**config.mk**
```make
export PLATFORM = sky130hd
export DESIGN_NAME = uart_status_tx
export DESIGN_NICKNAME = d
export VERILOG_FILES = /design/src/rtl/uart_status_tx_pkg.sv /design/src/rtl/uart_status_tx_byte.sv /design/src/rtl/uart_status_tx.sv
export SDC_FILE = /design/constraint.sdc
export NUM_CORES = 1
export LEC_CHECK = 0
export ABC_AREA = 1
export BUFFER_PORTS_ARGS = -buffer_cell sky130_fd_sc_hd__buf_2
export CAP_MARGIN = 20
export CORE_UTILIZATION = 60
export CTS_CLUSTER_SIZE = 40
export DETAILED_ROUTE_END_ITERATION = 16
export MAX_ROUTING_LAYER = met4
export PLACE_DENSITY = 0.79
export SLEW_MARGIN = 10
export SYNTH_ARGS = -nofsm -noshare
export SYNTH_HDL_FRONTEND = slang
export SYNTH_SLANG_ARGS = --single-unit
```
**constraint.sdc**
```tcl
create_clock -name clk_50M -period 4.2 [get_ports clk_50M]
set_input_delay 0.42 -clock clk_50M [delete_from_list [all_inputs] [get_ports clk_50M]]
set_output_delay 0.42 -clock clk_50M [all_outputs]
set_load 0.05 [all_outputs]
```
**src/rtl/uart_status_tx_pkg.sv**
```systemverilog
// Shared definitions for the UART status/acknowledge transmitter: frame constants,
// FSM encodings and the frame payload layout.
package uart_status_tx_pkg;

  localparam logic [7:0]  FRAME_HDR = 8'hA5;
  localparam int unsigned FRAME_LEN = 6;
  localparam int unsigned FLAG_ACK  = 7;

  typedef enum logic [1:0] {
    ST_IDLE,
    ST_LOAD,
    ST_SEND,
    ST_DONE
  } frm_state_e;

  typedef enum logic [1:0] {
    BT_IDLE,
    BT_START,
    BT_DATA,
    BT_STOP
  } bit_state_e;

  // Bytes 1..5 of a frame; byte 0 is always FRAME_HDR
  typedef struct packed {
    logic [7:0] func;
    logic [7:0] busy;
    logic [7:0] valid;
    logic [7:0] flags;
    logic [7:0] csum;
  } frame_t;

  function automatic logic [7:0] frame_byte(input frame_t f, input logic [2:0] idx);
    logic [7:0] b;
    case (idx)
      3'd1:    b = f.func;
      3'd2:    b = f.busy;
      3'd3:    b = f.valid;
      3'd4:    b = f.flags;
      3'd5:    b = f.csum;
      default: b = FRAME_HDR;
    endcase
    return b;
  endfunction

endpackage

```
**src/rtl/uart_status_tx_byte.sv**
```systemverilog
// 8N1 byte serializer: START, 8 data bits LSB first, STOP, each BAUD_CNT cycles.
// A start seen on the last STOP cycle chains the next byte with no idle gap.
module uart_status_tx_byte
  import uart_status_tx_pkg::*;
#(
  parameter int unsigned BAUD_CNT = 434
) (
  input  logic       clk_50M,
  input  logic       rst,
  input  logic       start,
  input  logic [7:0] data,
  output logic       busy_c,
  output logic       done_c,
  output logic       txd
);

  localparam int unsigned          CNT_W    = (BAUD_CNT > 1) ? $clog2(BAUD_CNT) : 1;
  localparam logic [CNT_W-1:0]     CNT_LAST = CNT_W'(BAUD_CNT - 1);

  bit_state_e       state_q, state_d;
  logic [CNT_W-1:0] cnt_q, cnt_d;
  logic [2:0]       bit_q, bit_d;
  logic [7:0]       sh_q, sh_d;
  logic             txd_q, txd_d;
  logic             tick;

  always_comb begin
    state_d = state_q;
    cnt_d   = cnt_q;
    bit_d   = bit_q;
    sh_d    = sh_q;
    txd_d   = txd_q;
    tick    = (cnt_q == CNT_LAST);
    busy_c  = (state_q != BT_IDLE);
    done_c  = (state_q == BT_STOP) && tick;

    if (state_q != BT_IDLE) begin
      cnt_d = tick ? '0 : cnt_q + CNT_W'(1);
    end

    case (state_q)
      BT_IDLE: begin
        if (start) begin
          state_d = BT_START;
          cnt_d   = '0;
          sh_d    = data;
          txd_d   = 1'b0;
        end
      end
      BT_START: begin
        if (tick) begin
          state_d = BT_DATA;
          bit_d   = 3'd0;
          txd_d   = sh_q[0];
        end
      end
      BT_DATA: begin
        // txd is registered, so it is loaded with the bit for the coming slot
        if (tick) begin
          bit_d = bit_q + 3'd1;
          if (bit_q == 3'd7) begin
            state_d = BT_STOP;
            txd_d   = 1'b1;
          end else begin
            sh_d  = sh_q >> 1;
            txd_d = sh_q[1];
          end
        end
      end
      BT_STOP: begin
        if (tick) begin
          if (start) begin
            state_d = BT_START;
            sh_d    = data;
            txd_d   = 1'b0;
          end else begin
            state_d = BT_IDLE;
            txd_d   = 1'b1;
          end
        end
      end
      default: state_d = BT_IDLE;
    endcase
  end

  always_ff @(posedge clk_50M) begin
    if (rst) begin
      state_q <= BT_IDLE;
      cnt_q   <= '0;
      bit_q   <= 3'd0;
      sh_q    <= 8'h00;
      txd_q   <= 1'b1;
    end else begin
      state_q <= state_d;
      cnt_q   <= cnt_d;
      bit_q   <= bit_d;
      sh_q    <= sh_d;
      txd_q   <= txd_d;
    end
  end

  assign txd = txd_q;

endmodule

```
**src/rtl/uart_status_tx.sv**
```systemverilog
// Status/acknowledge frame transmitter: captures accepted commands and pwm_valid rising
// edges, and sends each as a 6-byte frame through the byte serializer.
module uart_status_tx
  import uart_status_tx_pkg::*;
#(
  parameter int unsigned CLK_FREQ      = 50_000_000,
  parameter int unsigned UART_BPS      = 115200,
  parameter int unsigned _NUM_CHANNELS = 4
) (
  input  logic                     clk_50M,
  input  logic                     rst,
  input  logic [7:0]               func_reg,
  input  logic                     pack_done,
  input  logic [_NUM_CHANNELS-1:0] pwm_busy,
  input  logic [_NUM_CHANNELS-1:0] pwm_valid,
  input  logic                     tx_en,
  output logic                     uart_txd,
  output logic                     tx_busy,
  output logic                     frame_done,
  output logic [7:0]               ack_ovr
);

  localparam int unsigned N        = _NUM_CHANNELS;
  localparam int unsigned BAUD_CNT = CLK_FREQ / UART_BPS;

  frm_state_e state_q, state_d;
  logic       ack_pend_q, ack_pend_d;
  logic [7:0] ack_func_q, ack_func_d;
  logic [N-1:0] evt_pend_q, evt_pend_d;
  logic [N-1:0] valid_prev_q, valid_prev_d;
  logic [7:0] ack_ovr_q, ack_ovr_d;
  frame_t     frame_q, frame_d;
  logic [2:0] byte_idx_q, byte_idx_d;
  logic       tx_busy_q, tx_busy_d;
  logic       frame_done_q, frame_done_d;

  logic [N-1:0] evt_rise;
  logic [7:0]   flags_v;
  logic         ack_clr, evt_clr;
  logic         byte_start_c, byte_busy_c, byte_done_c;
  logic [7:0]   byte_data_c;

  always_comb begin
    state_d      = state_q;
    ack_pend_d   = ack_pend_q;
    ack_func_d   = ack_func_q;
    evt_pend_d   = evt_pend_q;
    ack_ovr_d    = ack_ovr_q;
    frame_d      = frame_q;
    byte_idx_d   = byte_idx_q;
    valid_prev_d = pwm_valid;
    byte_start_c = 1'b0;
    byte_data_c  = FRAME_HDR;
    ack_clr      = 1'b0;
    evt_clr      = 1'b0;
    flags_v      = 8'h00;
    evt_rise     = pwm_valid & ~valid_prev_q;

    case (state_q)
      ST_IDLE: begin
        if (tx_en && !byte_busy_c && (ack_pend_q || (evt_pend_q != '0))) begin
          state_d = ST_LOAD;
        end
      end
      ST_LOAD: begin
        // Ack wins when both kinds are pending; header byte goes out immediately
        if (ack_pend_q) begin
          flags_v[FLAG_ACK] = 1'b1;
          ack_clr           = 1'b1;
        end else begin
          flags_v = 8'(evt_pend_q);
          evt_clr = 1'b1;
        end
        frame_d.func  = ack_pend_q ? ack_func_q : 8'h00;
        frame_d.busy  = 8'(pwm_busy);
        frame_d.valid = 8'(pwm_valid);
        frame_d.flags = flags_v;
        frame_d.csum  = FRAME_HDR + frame_d.func + frame_d.busy + frame_d.valid + flags_v;
        byte_start_c  = 1'b1;
        byte_data_c   = FRAME_HDR;
        byte_idx_d    = 3'd1;
        state_d       = ST_SEND;
      end
      ST_SEND: begin
        if (byte_done_c) begin
          if (byte_idx_q == 3'(FRAME_LEN)) begin
            state_d = ST_DONE;
          end else begin
            byte_start_c = 1'b1;
            byte_data_c  = frame_byte(frame_q, byte_idx_q);
            byte_idx_d   = byte_idx_q + 3'd1;
          end
        end
      end
      ST_DONE: state_d = ST_IDLE;
      default: state_d = ST_IDLE;
    endcase

    // New captures override the clear of the flag being served
    ack_pend_d = ack_pend_q && !ack_clr;
    if (pack_done) begin
      ack_pend_d = 1'b1;
      ack_func_d = func_reg;
      if (ack_pend_q && (ack_ovr_q != 8'hFF)) begin
        ack_ovr_d = ack_ovr_q + 8'd1;
      end
    end
    evt_pend_d = (evt_clr ? '0 : evt_pend_q) | evt_rise;

    tx_busy_d    = (state_d == ST_LOAD) || (state_d == ST_SEND);
    frame_done_d = (state_d == ST_DONE);
  end

  always_ff @(posedge clk_50M) begin
    if (rst) begin
      state_q      <= ST_IDLE;
      ack_pend_q   <= 1'b0;
      ack_func_q   <= 8'h00;
      evt_pend_q   <= '0;
      valid_prev_q <= '0;
      ack_ovr_q    <= 8'h00;
      frame_q      <= '0;
      byte_idx_q   <= 3'd0;
      tx_busy_q    <= 1'b0;
      frame_done_q <= 1'b0;
    end else begin
      state_q      <= state_d;
      ack_pend_q   <= ack_pend_d;
      ack_func_q   <= ack_func_d;
      evt_pend_q   <= evt_pend_d;
      valid_prev_q <= valid_prev_d;
      ack_ovr_q    <= ack_ovr_d;
      frame_q      <= frame_d;
      byte_idx_q   <= byte_idx_d;
      tx_busy_q    <= tx_busy_d;
      frame_done_q <= frame_done_d;
    end
  end

  uart_status_tx_byte #(
    .BAUD_CNT (BAUD_CNT)
  ) u_byte (
    .clk_50M (clk_50M),
    .rst     (rst),
    .start   (byte_start_c),
    .data    (byte_data_c),
    .busy_c  (byte_busy_c),
    .done_c  (byte_done_c),
    .txd     (uart_txd)
  );

  assign tx_busy    = tx_busy_q;
  assign frame_done = frame_done_q;
  assign ack_ovr    = ack_ovr_q;

endmodule
```
# Word level (Yosys, flattened, before mapping)
# Index checks and enable logic that the tools add are counted.
[op_classes]
add_sub_neg = 8
n_eq_ne = 26
muxes = 50
n_bitwise = 3
reduce_logical = 22
[op_table]
columns = ["operator", "n"]
rows = [
  ["8-bit two-way mux", 8],
  ["8-bit one-hot mux with 5 select lines", 1],
  ["9-bit two-way mux", 4],
  ["8-bit one-hot mux with 3 select lines", 1],
  ["8-bit by 4-bit adder with 8-bit output", 2],
  ["2-bit two-way mux", 8],
  ["2-bit one-hot mux with 4 select lines", 2],
  ["1-bit two-way mux", 15],
  ["2-bit equality test (second input constant)", 6],
  ["3-bit equality test (second input constant)", 4],
  ["3-bit two-way mux", 4],
  ["3-bit one-hot mux with 2 select lines", 2],
  ["9-bit by 1-bit adder with 9-bit output (second input constant)", 1],
  ["9-bit equality test (second input constant)", 1],
  ["8-bit by 1-bit adder with 8-bit output (second input constant)", 1],
  ["8-bit adder", 1],
  ["8-bit adder (first input constant)", 1],
  ["4-bit two-way mux", 2],
  ["2-bit by 1-bit != test with 1-bit output (second input constant)", 4],
  ["2-bit != test (second input constant)", 4],
  ["8-bit != test (second input constant)", 1],
  ["4-bit AND reduction", 2],
  ["7-bit two-way mux", 1],
  ["3-bit by 1-bit adder with 3-bit output (second input constant)", 2],
  ["other kinds (18)", 31],
]
[totals]
ff_bits = 87
inputBits = 20
output_inout_bits = 11
elab_cells = 128

# Longest topological paths before layout
# Gate-level depths: netlist (run 1).
[depth]
depth_word = 8
mapped_depth = 18

# Cells and area by module
# A second synthesis (run 1) with hierarchy kept.
[hier_totals]
cells_unflattened = 639
hier_area_um2 = 4653.2
[by_module_without_submodules]
columns = ["mod", "instances", "cells_per_inst", "area_per_inst_um2", "seq_area_each_um2"]
rows = [
  ["uart_status_tx", 1, 446, 3273.1, 1221.2],
  ["uart_status_tx_byte", 1, 193, 1380.1, 460.4],
]

# Worst setup path before layout (run 1)
# No wires, ideal clock.
[synth_timing]
path_kind = "reg-to-reg"
startpoint = "reg ack_pend_q"
endpoint = "reg frame_q[7] (netlist bit)"
setup_ps = 109
arrival_ps = 3287
slack_ps = 804
path_stages_with_launch = 19
cell_sequence = "dfxtp_1 > clkbuf_1 > inv_1 > nand2_1 > fa_1 > inv_1 > fa_1 > ha_1 > ha_1 > fa_1 > nand3_1 > nand2_1 > nand2_1 > nand2_1 > a21oi_1 > xor2_1 > nand2_1 > nand2_1 > inv_1"
[synth_between]
elab_chain_len = 5
[synth_rtl]
columns = ["element", "line", "rtl"]
rows = [
  ["from (decl)", "uart_status_tx.sv:27", "logic ack_pend_q, ack_pend_d;"],
  ["from (signal assigned)", "uart_status_tx.sv:128", "ack_pend_q <= ack_pend_d;"],
  ["8-bit two-way mux", "uart_status_tx.sv:74", "frame_d.func = ack_pend_q ? ack_func_q : 8'h00;"],
  ["8-bit adder", "uart_status_tx.sv:78", "frame_d.csum = FRAME_HDR + frame_d.func + frame_d.busy + frame_d.valid + flags_v;"],
  ["8-bit by 4-bit adder with 8-bit output (2 in a row)", "uart_status_tx.sv:78", ""],
  ["8-bit adder *", "uart_status_tx.sv:78", ""],
  ["to (signal assigned)", "uart_status_tx.sv:133", "frame_q <= frame_d;"],
  ["to (decl)", "uart_status_tx.sv:32", "frame_t frame_q, frame_d;"],
]
# Mark *: on every way between the ends. The rest lies on a longest branch, timed or not. The select of a mux whose other input is x is not followed.
# A chain may end at the register's enable or synchronous reset.

# Final worst setup path (run 1)
# Ends and elaborated chain as after synthesis.

==> impl_metrics.csv, run 1 <==
group,metric,value,unit
place,hpwlAfterDp,7145,um
synth,synth_area,4506,um2
floorplanning,start_util,0.6212,
setup_path,cp_max_fo,13,
route,wl_per_cell,13.00,um
clock_tree,clk_path_buf_depth,2,
synth,yosysTopAreaCellShare,0.3732,
setup_path,crit_required,4470,ps
place,dp.cells,728,
sta,slew_violations,0,
cells_and_area,diodes,0,
sta,skew,13.37,ps
pwr,ir_drop,283.6,uV
global_route,grt_usage,0.2809,
route,wirelength,9672,um
route,drt-initial-drc-count,306,
synth,yosys_warnings,0,
setup_path,crit_path_start_kind,"register",
sta,post-route-min-period,3572,ps
clock_tree,cts_buffers,9,
setup_path,cp-end-kind,"register",
clock_tree,cts-root-buf,"clkbuf_8",
clock_tree,clock-sinks,84,
cells_and_area,syn_to_final_growth,9.303,%
sta,max_slew.worst_pin.slew,683.0,ps
cells_and_area,drive_gt1_frac,0.1054,
clock_tree,cts_resized,0,
sta,fin_crit_sh,0.8506,
sta,setup_tns,0,ps
synth,syn_nets,679,
global_route,grt_max_degree,48,
place,place_congestion,0.8522,
floorplanning,dieArea,7860,um2
floorplanning,die_w,88.66,um
floorplanning,core.rowCount,31,
synth,ys_types,35,
global_route,grt-ovfl-total,0,
route,dr.pass1.iters,5,
clock_tree,clkTransAtPathRegs,90,ps
synth,synth_top_area_cell,"dfxtp_1",
clock_tree,clkLatencyLatePin,360,ps
synth,yosysSeqAreaShare,0.3732,
pwr,p_leak,2.315,nW
setup_path,setup.worst_path.class,"register to register",
clock_tree,cts-htree-levels,3,
sta,slew_headroom,0.5442,
sta,setup_viol,0,
synth,avgSynthCellArea,7.302,um2
floorplanning,core_area,7253,um2
route,ant_nets,0,
clock_tree,cts_setup_buffers,0,
sta,finalHoldViolations,0,
hold_path,hp-class,"primary input to register",
pwr,power_density,525.3,nW/um2
place,port_buffers,30,
setup_path,arrival,3840,ps
cells_and_area,final_nets,702,
global_route,antenna_found_initial,0,
place,postPlaceCellArea,4703,um2
cells_and_area,stdcell_count,744,
route,viasPerCell,5.320,
pwr,finalPower,2.587,mW
synth,ys_ff_latch,84,
run,drv_cap,0,
status,status,"complete, no violations",
floorplanning,pin_count,31,
cells_and_area,final_area,4925,um2
sta,timing.fmax,0.2799,GHz
synth,ys_top_cells_by_area,"dfxtp_1 37%, nand2_1 9.8%, ha_1 9.7%",
synth,synth_cells,617,
route,drc,0,
sta,rsz0062_at_grt,"false",
clock_tree,cts_tree,"yes",
global_route,grt_pass1_vias,3587,
route,vias,3958,
clock_tree,hold_buffers,0,
global_route,grt_pass1_wl,16350,um
floorplanning,die_height,88.66,um
==> placed cells by master, fill, tap and decap left out, types with 4 or more instances in the layout <==
cell type	netlist	final
inv_1	89	89
nand3_1	30	30
o32ai_1	4	4
a21oi_1	56	56
xor2_1	5	5
clkbuf_8	0	9
dfxtp_1	84	84
nor2_1	70	70
buf_2	0	30
o21ai_0	59	59
ha_1	35	35
nand2_1	118	118
fa_1	7	7
nand2_2	7	7
nor3_1	4	4
==> cells by family after synthesis <==
kind of cell	count (synthesis)	share of synthesized area
simple gates	242	0.2338
fa+ha+maj	42	0.1283
xor+xnor	7	0.01361
buf+inv	113	0.09775
flops	84	0.3732
compound gates	129	0.1533
==> cells in the mapped netlist <==
cell type,n
clkbuf_1,15
or2_2,1
buf_6,1
o211ai_1,2
inv_1,89
a21oi_4,1
nand3_1,30
dfxtp_1,84
nand3_4,1
a31oi_1,2
nand2_1,118
nand2_2,7
nor2_1,70
a21oi_1,56
o21ai_0,59
fa_1,7
a211oi_1,3
clkinv_1,1
nand2_4,3
xnor2_1,2
buf_1,1
ha_1,35
o21ai_1,1
buf_4,2
a31o_2,1
nand3b_1,1
xor2_1,5
o32ai_1,4
nor3_1,4
inv_2,3
nor2_4,2
clkbuf_2,1
nand4_1,3
nor4_1,1
nand4_4,1
==> area by class of cell <==
cell class / count / area, um2
inverter: 93 / 349.1
clock buffer: 9 / 123.9
multi-input combinational: 420 / 2384
timing repair buffer: 32 / 165.2
sequential: 84 / 1682
clock inverter: 7 / 97.59
fill: 618 / 2328
tap: 99 / 123.9
==> layer usage <==
layer / wire, um / track usage / up-vias
li1: - / - / 2020
met4: 175 / 0.1158 / 0
met2: 4470 / 0.4434 / 88
met1: 4673 / 0.3611 / 1836
met3: 352 / 0.04104 / 14
met5: 0 / - / -
==> path summary, 6_finish.rpt <==
path / to / startpoint / cells after the start / slack, ps
worst max register to register: frame_q[7] / ack_pend_q / 17 / 630
worst min-delay path: ack_func_q[2] / func_reg[2] / 3 / 280
worst min register to register: evt_pend_q[0] / valid_prev_q[0] / 1 / 440
worst max-delay path: frame_q[7] / ack_pend_q / 17 / 630
==> worst max-delay path, stage by stage (launching register included) <==
cell and delay [ps]:
dfxtp_1 580, inv_1 150, nand2_1 130, fa_1 410
inv_1 90, fa_1 430, ha_1 320, ha_1 230
fa_1 410, nand3_1 90, nand2_1 80, nand2_1 60
nand2_1 50, a21oi_1 150, xor2_1 160, nand2_1 60
nand2_1 60, inv_1 30
==> through the flow <==
stage | setup slack (ps) | hold slack (ps) | util
final | 627.7 | 280.7 | 0.6790
after global routing | 441.5 | 287.1 | 0.6790
after CTS | 643.7 | 272.7 | 0.6790
after detailed placement | 672.5 | 428.2 | 0.6484
after global placement | 770.6 | 421.5 | 0.6484
after floorplan | 804.0 | 411.4 | -
==> where the power goes <==
part | internal, mW | total, mW | switching (mW)
Combinational | 0.292 | 0.882 | 0.590
Sequential | 0.964 | 1.06 | 0.0967
Clock | 0.338 | 0.644 | 0.306
==> registers in the layout, summed over array words and instances (netlist names) <==
signal and flops:
evt_pend_q 4, ack_pend_q 1, frame_q 29, u_byte.state_q 2
u_byte.bit_q 3, state_q 2, valid_prev_q 4, u_byte.cnt_q 9
tx_busy 1, byte_idx_q 3, ack_ovr 8, frame_done 1
u_byte.txd 1, u_byte.sh_q 8, ack_func_q 8
(Power assumes the default switching activity.)
==> run 2: changes to the inputs <==
--- a/config.mk
+++ b/config.mk
@@ -11,8 +11,10 @@
 export CORE_UTILIZATION = 60
 export CTS_CLUSTER_SIZE = 40
 export DETAILED_ROUTE_END_ITERATION = 16
+export GPL_TIMING_DRIVEN = 0
 export MAX_ROUTING_LAYER = met4
-export PLACE_DENSITY = 0.79
+export PLACE_DENSITY = 0.91
+export SETUP_SLACK_MARGIN = 0.05
 export SLEW_MARGIN = 10
 export SYNTH_ARGS = -nofsm -noshare
 export SYNTH_HDL_FRONTEND = slang
==> run 2 against run 1 <==
Clock skew shrank 6.5 ps. Non-clock buffer count grew 16. Largest cell class unchanged. Clock power fell by 2%. Critical path depth rose by 1. Largest power group unchanged. Sequential power hardly changed. Worst setup slack lost 200 ps. Via count up 7.6%. Critical path type unchanged. Hold slack got worse by 7.0 ps. Register-to-register slack got worse by 200 ps. Wire length increased by 15%. Fmax fell by 5.4%.
==> impl_metrics.csv, run 2 (synthesis gave the netlist of run 1 again) <==
group,metric,value,unit
sta,whs,273.7,ps
cells_and_area,diodes,0,
place,hpwlAfterDp,8205,um
route,wirelength,11140,um
sta,setup_viol,0,
route,drc,0,
sta,worst_slack,422.8,ps
global_route,grt_pass1_vias,4209,
sta,setup_tns,0,ps
clock_tree,cts_buffers,9,
route,vias,4259,
cells_and_area,stdcell_count,760,
floorplanning,die_w,88.66,um
floorplanning,die_height,88.66,um
clock_tree,clk_path_buf_depth,2,
route,dr.pass1.iters,5,
setup_path,r2r_cells,18,
sta,slew_violations,0,
global_route,grt_pass1_wl,18510,um
cells_and_area,largest-register,"frame_q",
cells_and_area,syn_to_final_growth,10.77,%
cells_and_area,drive_gt1_frac,0.1044,
clock_tree,hold_buffers,0,
pwr,ir_drop,283.2,uV
pwr,power_density,531.1,nW/um2
setup_path,cp-end-kind,"register",
sta,slew_headroom,0.5878,
route,viasPerCell,5.604,
run,drv_cap,0,
setup_path,r2r_slack,420,ps
cells_and_area,final_common_cell,"nand2_1",
route,wl_per_cell,14.65,um
sta,finalHoldViolations,0,
clock_tree,clkLatencyLatePin,370,ps
cells_and_area,largest_reg_flops,29,
route,ant_nets,0,
pwr,p_leak,2.341,nW
setup_path,cp_max_fo,10,
global_route,antenna_found_initial,0,
sta,post-route-min-period,3777,ps
sta,rsz0062_at_grt,"false",
place,place_congestion,0.9406,
setup_path,setup.worst_path.class,"register to register",
cells_and_area,mostFrequentLayoutCells,"118 x nand2_1, 89 x inv_1, 84 x dfxtp_1, 70 x nor2_1, 59 x o21ai_0",
sta,skew,6.888,ps
floorplanning,core.rowCount,31,
sta,fin_crit_sh,0.8993,
sta,max_slew.worst_pin.slew,618.3,ps
hold_path,holdPathStages,3,
global_route,grt_max_degree,15,
floorplanning,pin_count,31,
global_route,grt_usage,0.3172,
global_route,grt-ovfl-total,0,
place,dp_slack,357.2,ps
cells_and_area,fin_util,0.6881,
setup_path,crit_path_start_kind,"register",
floorplanning,start_util,0.6212,
floorplanning,core_area,7253,um2
clock_tree,cts-root-buf,"clkbuf_8",
place,port_buffers,28,
clock_tree,clkTransAtPathRegs,90,ps
hold_path,hp-class,"primary input to register",
clock_tree,cts-htree-levels,3,
cells_and_area,top_regs,"frame_q: 29 flops, u_byte.cnt_q: 9 flops",
setup_path,crit_required,4480,ps
status,status,"complete, no violations",
clock_tree,cts_tree,"yes",
cells_and_area,final_nets,718,
sta,timing.fmax,0.2647,GHz
floorplanning,dieArea,7860,um2
place,dp.cells,744,
route,drt-initial-drc-count,302,
setup_path,arrival,4060,ps
clock_tree,clock-sinks,84,
## run 2: power by group
part,total (mW),switching (mW),internal (mW)
sequential,1.07,0.107,0.964
combinational,0.950,0.641,0.308
clock,0.630,0.303,0.327
total,2.65,1.05,1.60
## run 2: what timing repair did
action / in CTS / in global routing
setup endpoints to repair: 0 / 1
resized for setup: 0 / 2
buffers inserted: 0 / 0
## run 2: per-stage QoR
stage | power (mW) | instance area, um2
final | 2.651 | 4991
after floorplan | 1.749 | 4506
after detailed placement | 1.997 | 4770
after global placement | 1.941 | 4770
after global routing | 2.809 | 4991
after CTS | 2.625 | 4990
## run 2: metal layers
layer / track usage / routed length [um] / vias to the layer above
li1: - / - / 2047
met1: 0.3755 / 4509 / 1964
met2: 0.5259 / 5363 / 205
met3: 0.04384 / 847 / 43
met4: 0.1628 / 415 / 0
met5: - / 0 / -
## run 2: worst paths after layout
| check | from | to |
|---|---|---|
| worst min register to register | valid_prev_q[2] | evt_pend_q[2] |
| worst max register to register | ack_pend_q | frame_q[7] |
| worst min-delay path | func_reg[3] | ack_func_q[3] |
| worst max-delay path | ack_pend_q | frame_q[7] |
## run 2: critical path, stage by stage, from the launching register on
cell	delay [ps]
dfxtp_1	420
clkbuf_2	260
inv_1	120
nand2_1	120
fa_1	410
inv_1	90
fa_1	440
ha_1	320
ha_1	240
fa_1	420
nand3_1	90
nand2_1	80
nand2_1	70
nand2_1	40
a21oi_1	150
xor2_1	190
nand2_1	90
nand2_1	70
inv_1	30
## run 2: layout make-up
type / count / area (um2)
timing repair buffer: 28 / 140.1
clock inverter: 4 / 55.05
tap: 99 / 123.9
inverter: 93 / 349.1
multi-input combinational: 420 / 2384
sequential: 84 / 1682
clock buffer: 12 / 165.2
buffer: 20 / 92.59
fill: 580 / 2262
==> run 3: changes to the inputs <==
--- a/config.mk
+++ b/config.mk
@@ -8,14 +8,14 @@
 export ABC_AREA = 1
 export BUFFER_PORTS_ARGS = -buffer_cell sky130_fd_sc_hd__buf_2
 export CAP_MARGIN = 20
-export CORE_UTILIZATION = 60
+export CELL_PAD_IN_SITES_DETAIL_PLACEMENT = 0
+export CELL_PAD_IN_SITES_GLOBAL_PLACEMENT = 2
+export CORE_UTILIZATION = 35
 export CTS_CLUSTER_SIZE = 40
 export DETAILED_ROUTE_END_ITERATION = 16
-export GPL_TIMING_DRIVEN = 0
 export MAX_ROUTING_LAYER = met4
 export PLACE_DENSITY = 0.91
 export SETUP_SLACK_MARGIN = 0.05
-export SLEW_MARGIN = 10
 export SYNTH_ARGS = -nofsm -noshare
 export SYNTH_HDL_FRONTEND = slang
 export SYNTH_SLANG_ARGS = --single-unit
==> run 3 against run 2 <==
Global-route usage is 14 points lower. Highest routed layer unchanged. Core utilization is 28 points lower. Design area is 3.7% higher. Largest power group unchanged.
==> impl_metrics.csv, run 3 (synthesis gave the netlist of run 1 again) <==
group,metric,value,unit
status,status,"complete, no violations",
clock_tree,clk_path_buf_depth,2,
sta,max_slew.worst_pin.slew,726.3,ps
sta,post-route-min-period,3264,ps
floorplanning,core.rowCount,41,
clock_tree,cts-htree-levels,3,
cells_and_area,syn_to_final_growth,14.83,%
sta,rsz0062_at_grt,"false",
clock_tree,clkTransAtPathRegs,60,ps
clock_tree,cts_tree,"yes",
place,port_buffers,30,
clock_tree,clkLatencyLatePin,330,ps
global_route,grt_pass1_wl,17480,um
cells_and_area,final_common_cell,"nand2_1",
route,drc,0,
floorplanning,start_util,0.3585,
pwr,p_int,1.900,mW
sta,setup_tns,0,ps
floorplanning,die_height,115.5,um
route,wirelength,10500,um
sta,timing.fmax,0.3064,GHz
cells_and_area,diodes,0,
pwr,power_density,564.5,nW/um2
floorplanning,die_w,115.5,um
route,vias,3848,
floorplanning,pin_count,31,
setup_path,cp-end-kind,"register",
route,drt-initial-drc-count,155,
setup_path,crit_required,4430,ps
setup_path,setup.worst_path.class,"register to register",
clock_tree,hold_buffers,0,
global_route,antenna_found_initial,0,
cells_and_area,top_regs,"frame_q: 29 flops, u_byte.cnt_q: 9 flops",
hold_path,hp-class,"primary input to register",
sta,slew_violations,0,
pwr,p_comb_frac,0.306,
cells_and_area,fillers,1302,
pwr,pwr-share-seq,0.364,
floorplanning,dieArea,13330,um2
place,place_congestion,0.8159,
place,hpwlAfterDp,7729,um
sta,skew,6.192,ps
pwr,p_leak,2.394,nW
clock_tree,clock-sinks,84,
pwr,ir_drop,215.6,uV
global_route,grt_max_degree,48,
clock_tree,cts-root-buf,"clkbuf_16",
cells_and_area,largest_reg_flops,29,
cells_and_area,drive_gt1_frac,0.1082,
sta,fin_crit_sh,0.7771,
sta,setup_viol,0,
cells_and_area,final_nets,704,
clock_tree,cts_buffers,9,
setup_path,arrival,3500,ps
clock_tree,cts_setup_buffers,0,
sta,finalHoldViolations,0,
route,viasPerCell,4.698,
global_route,grt_usage,0.1749,
run,drv_cap,0,
pwr,clkPwrFrac,0.330,
pwr,switchingPower,1.021,mW
global_route,grt_pass1_vias,3594,
sta,slew_headroom,0.5158,
cells_and_area,fin_util,0.4116,
place,dp.cells,803,
setup_path,cp_max_fo,4,
route,dr.pass1.iters,4,
cells_and_area,stdcell_count,819,
pwr,switching_share,0.3496,
setup_path,crit_path_start_kind,"register",
global_route,grt-ovfl-total,0,
hold_path,holdPathStages,3,
cells_and_area,mostFrequentLayoutCells,"118 x nand2_1, 88 x inv_1, 84 x dfxtp_1, 70 x nor2_1, 59 x o21ai_0",
cells_and_area,largest-register,"frame_q",
setup_path,r2r_cells,17,
clock_tree,cts_resized,0,
floorplanning,core_area,12570,um2
route,ant_nets,0,
route,wl_per_cell,12.82,um
==> run 3: power groups by stage <==
stage               sequential, mW  combinational [mW]  clock, mW
floorplan                     1.09               0.661          0
global placement              1.07               0.883          0
detailed placement            1.08               0.892          0
CTS                           1.06               0.899      0.987
global route                  1.08                1.02       1.02
finish                        1.06               0.893      0.965
==> run 3: path summary, 6_finish.rpt <==
check                                startpoint             to  slack, ps
worst max-delay path                 ack_pend_q     frame_q[7]        940
worst max register to register       ack_pend_q     frame_q[7]        940
worst min register to register  valid_prev_q[0]  evt_pend_q[0]        430
worst min-delay path                func_reg[2]  ack_func_q[2]        310
==> run 3: final cells by class <==
class | instances | area [um2] | area share
Clock inverter | 7 | 138.9 | 0.02684
Timing Repair Buffer | 34 | 180.2 | 0.03482
Clock buffer | 9 | 225.2 | 0.04353
Multi-Input combinational cell | 420 | 2384 | 0.4607
Sequential cell | 84 | 1682 | 0.3250
Tap cell | 172 | 215.2 | 0.04160
Inverter | 93 | 349.1 | 0.06747
==> run 3: worst max-delay path, stage by stage (launching register included) <==
cell	delay, ps
dfxtp_1	310
inv_1	100
nand2_1	100
fa_1	490
inv_1	50
fa_1	450
ha_1	310
ha_1	230
fa_1	400
nand3_1	80
nand2_1	80
nand2_1	70
nand2_1	40
a21oi_1	140
xor2_1	150
nand2_1	60
nand2_1	70
inv_1	40
==> run 3: routing by layer <==
layer / wire [um] / track usage / part of all wire / vias to the layer above
met1: 5252 / 0.2296 / 0.50 / 1765
met4: 116 / 0.07013 / 0.011 / 0
li1: - / - / - / 2024
met5: 0 / - / 0 / -
met3: 276 / 0.02092 / 0.026 / 7
met2: 4853 / 0.2739 / 0.46 / 52
==> run 3: stage by stage <==
step | total power [mW] | area (um2) | hold WS, ps | setup slack, ps
6_report | 2.921 | 5174 | 307.4 | 936.1
5_1_grt | 3.121 | 5174 | 310.5 | 699.6
4_1_cts | 2.948 | 5174 | 298.7 | 931.2
3_5_place_dp | 1.971 | 4810 | 424.8 | 786.2
3_3_place_gp | 1.957 | 4810 | 417.3 | 788.7
2_1_floorplan | 1.749 | 4506 | 411.4 | 804.0
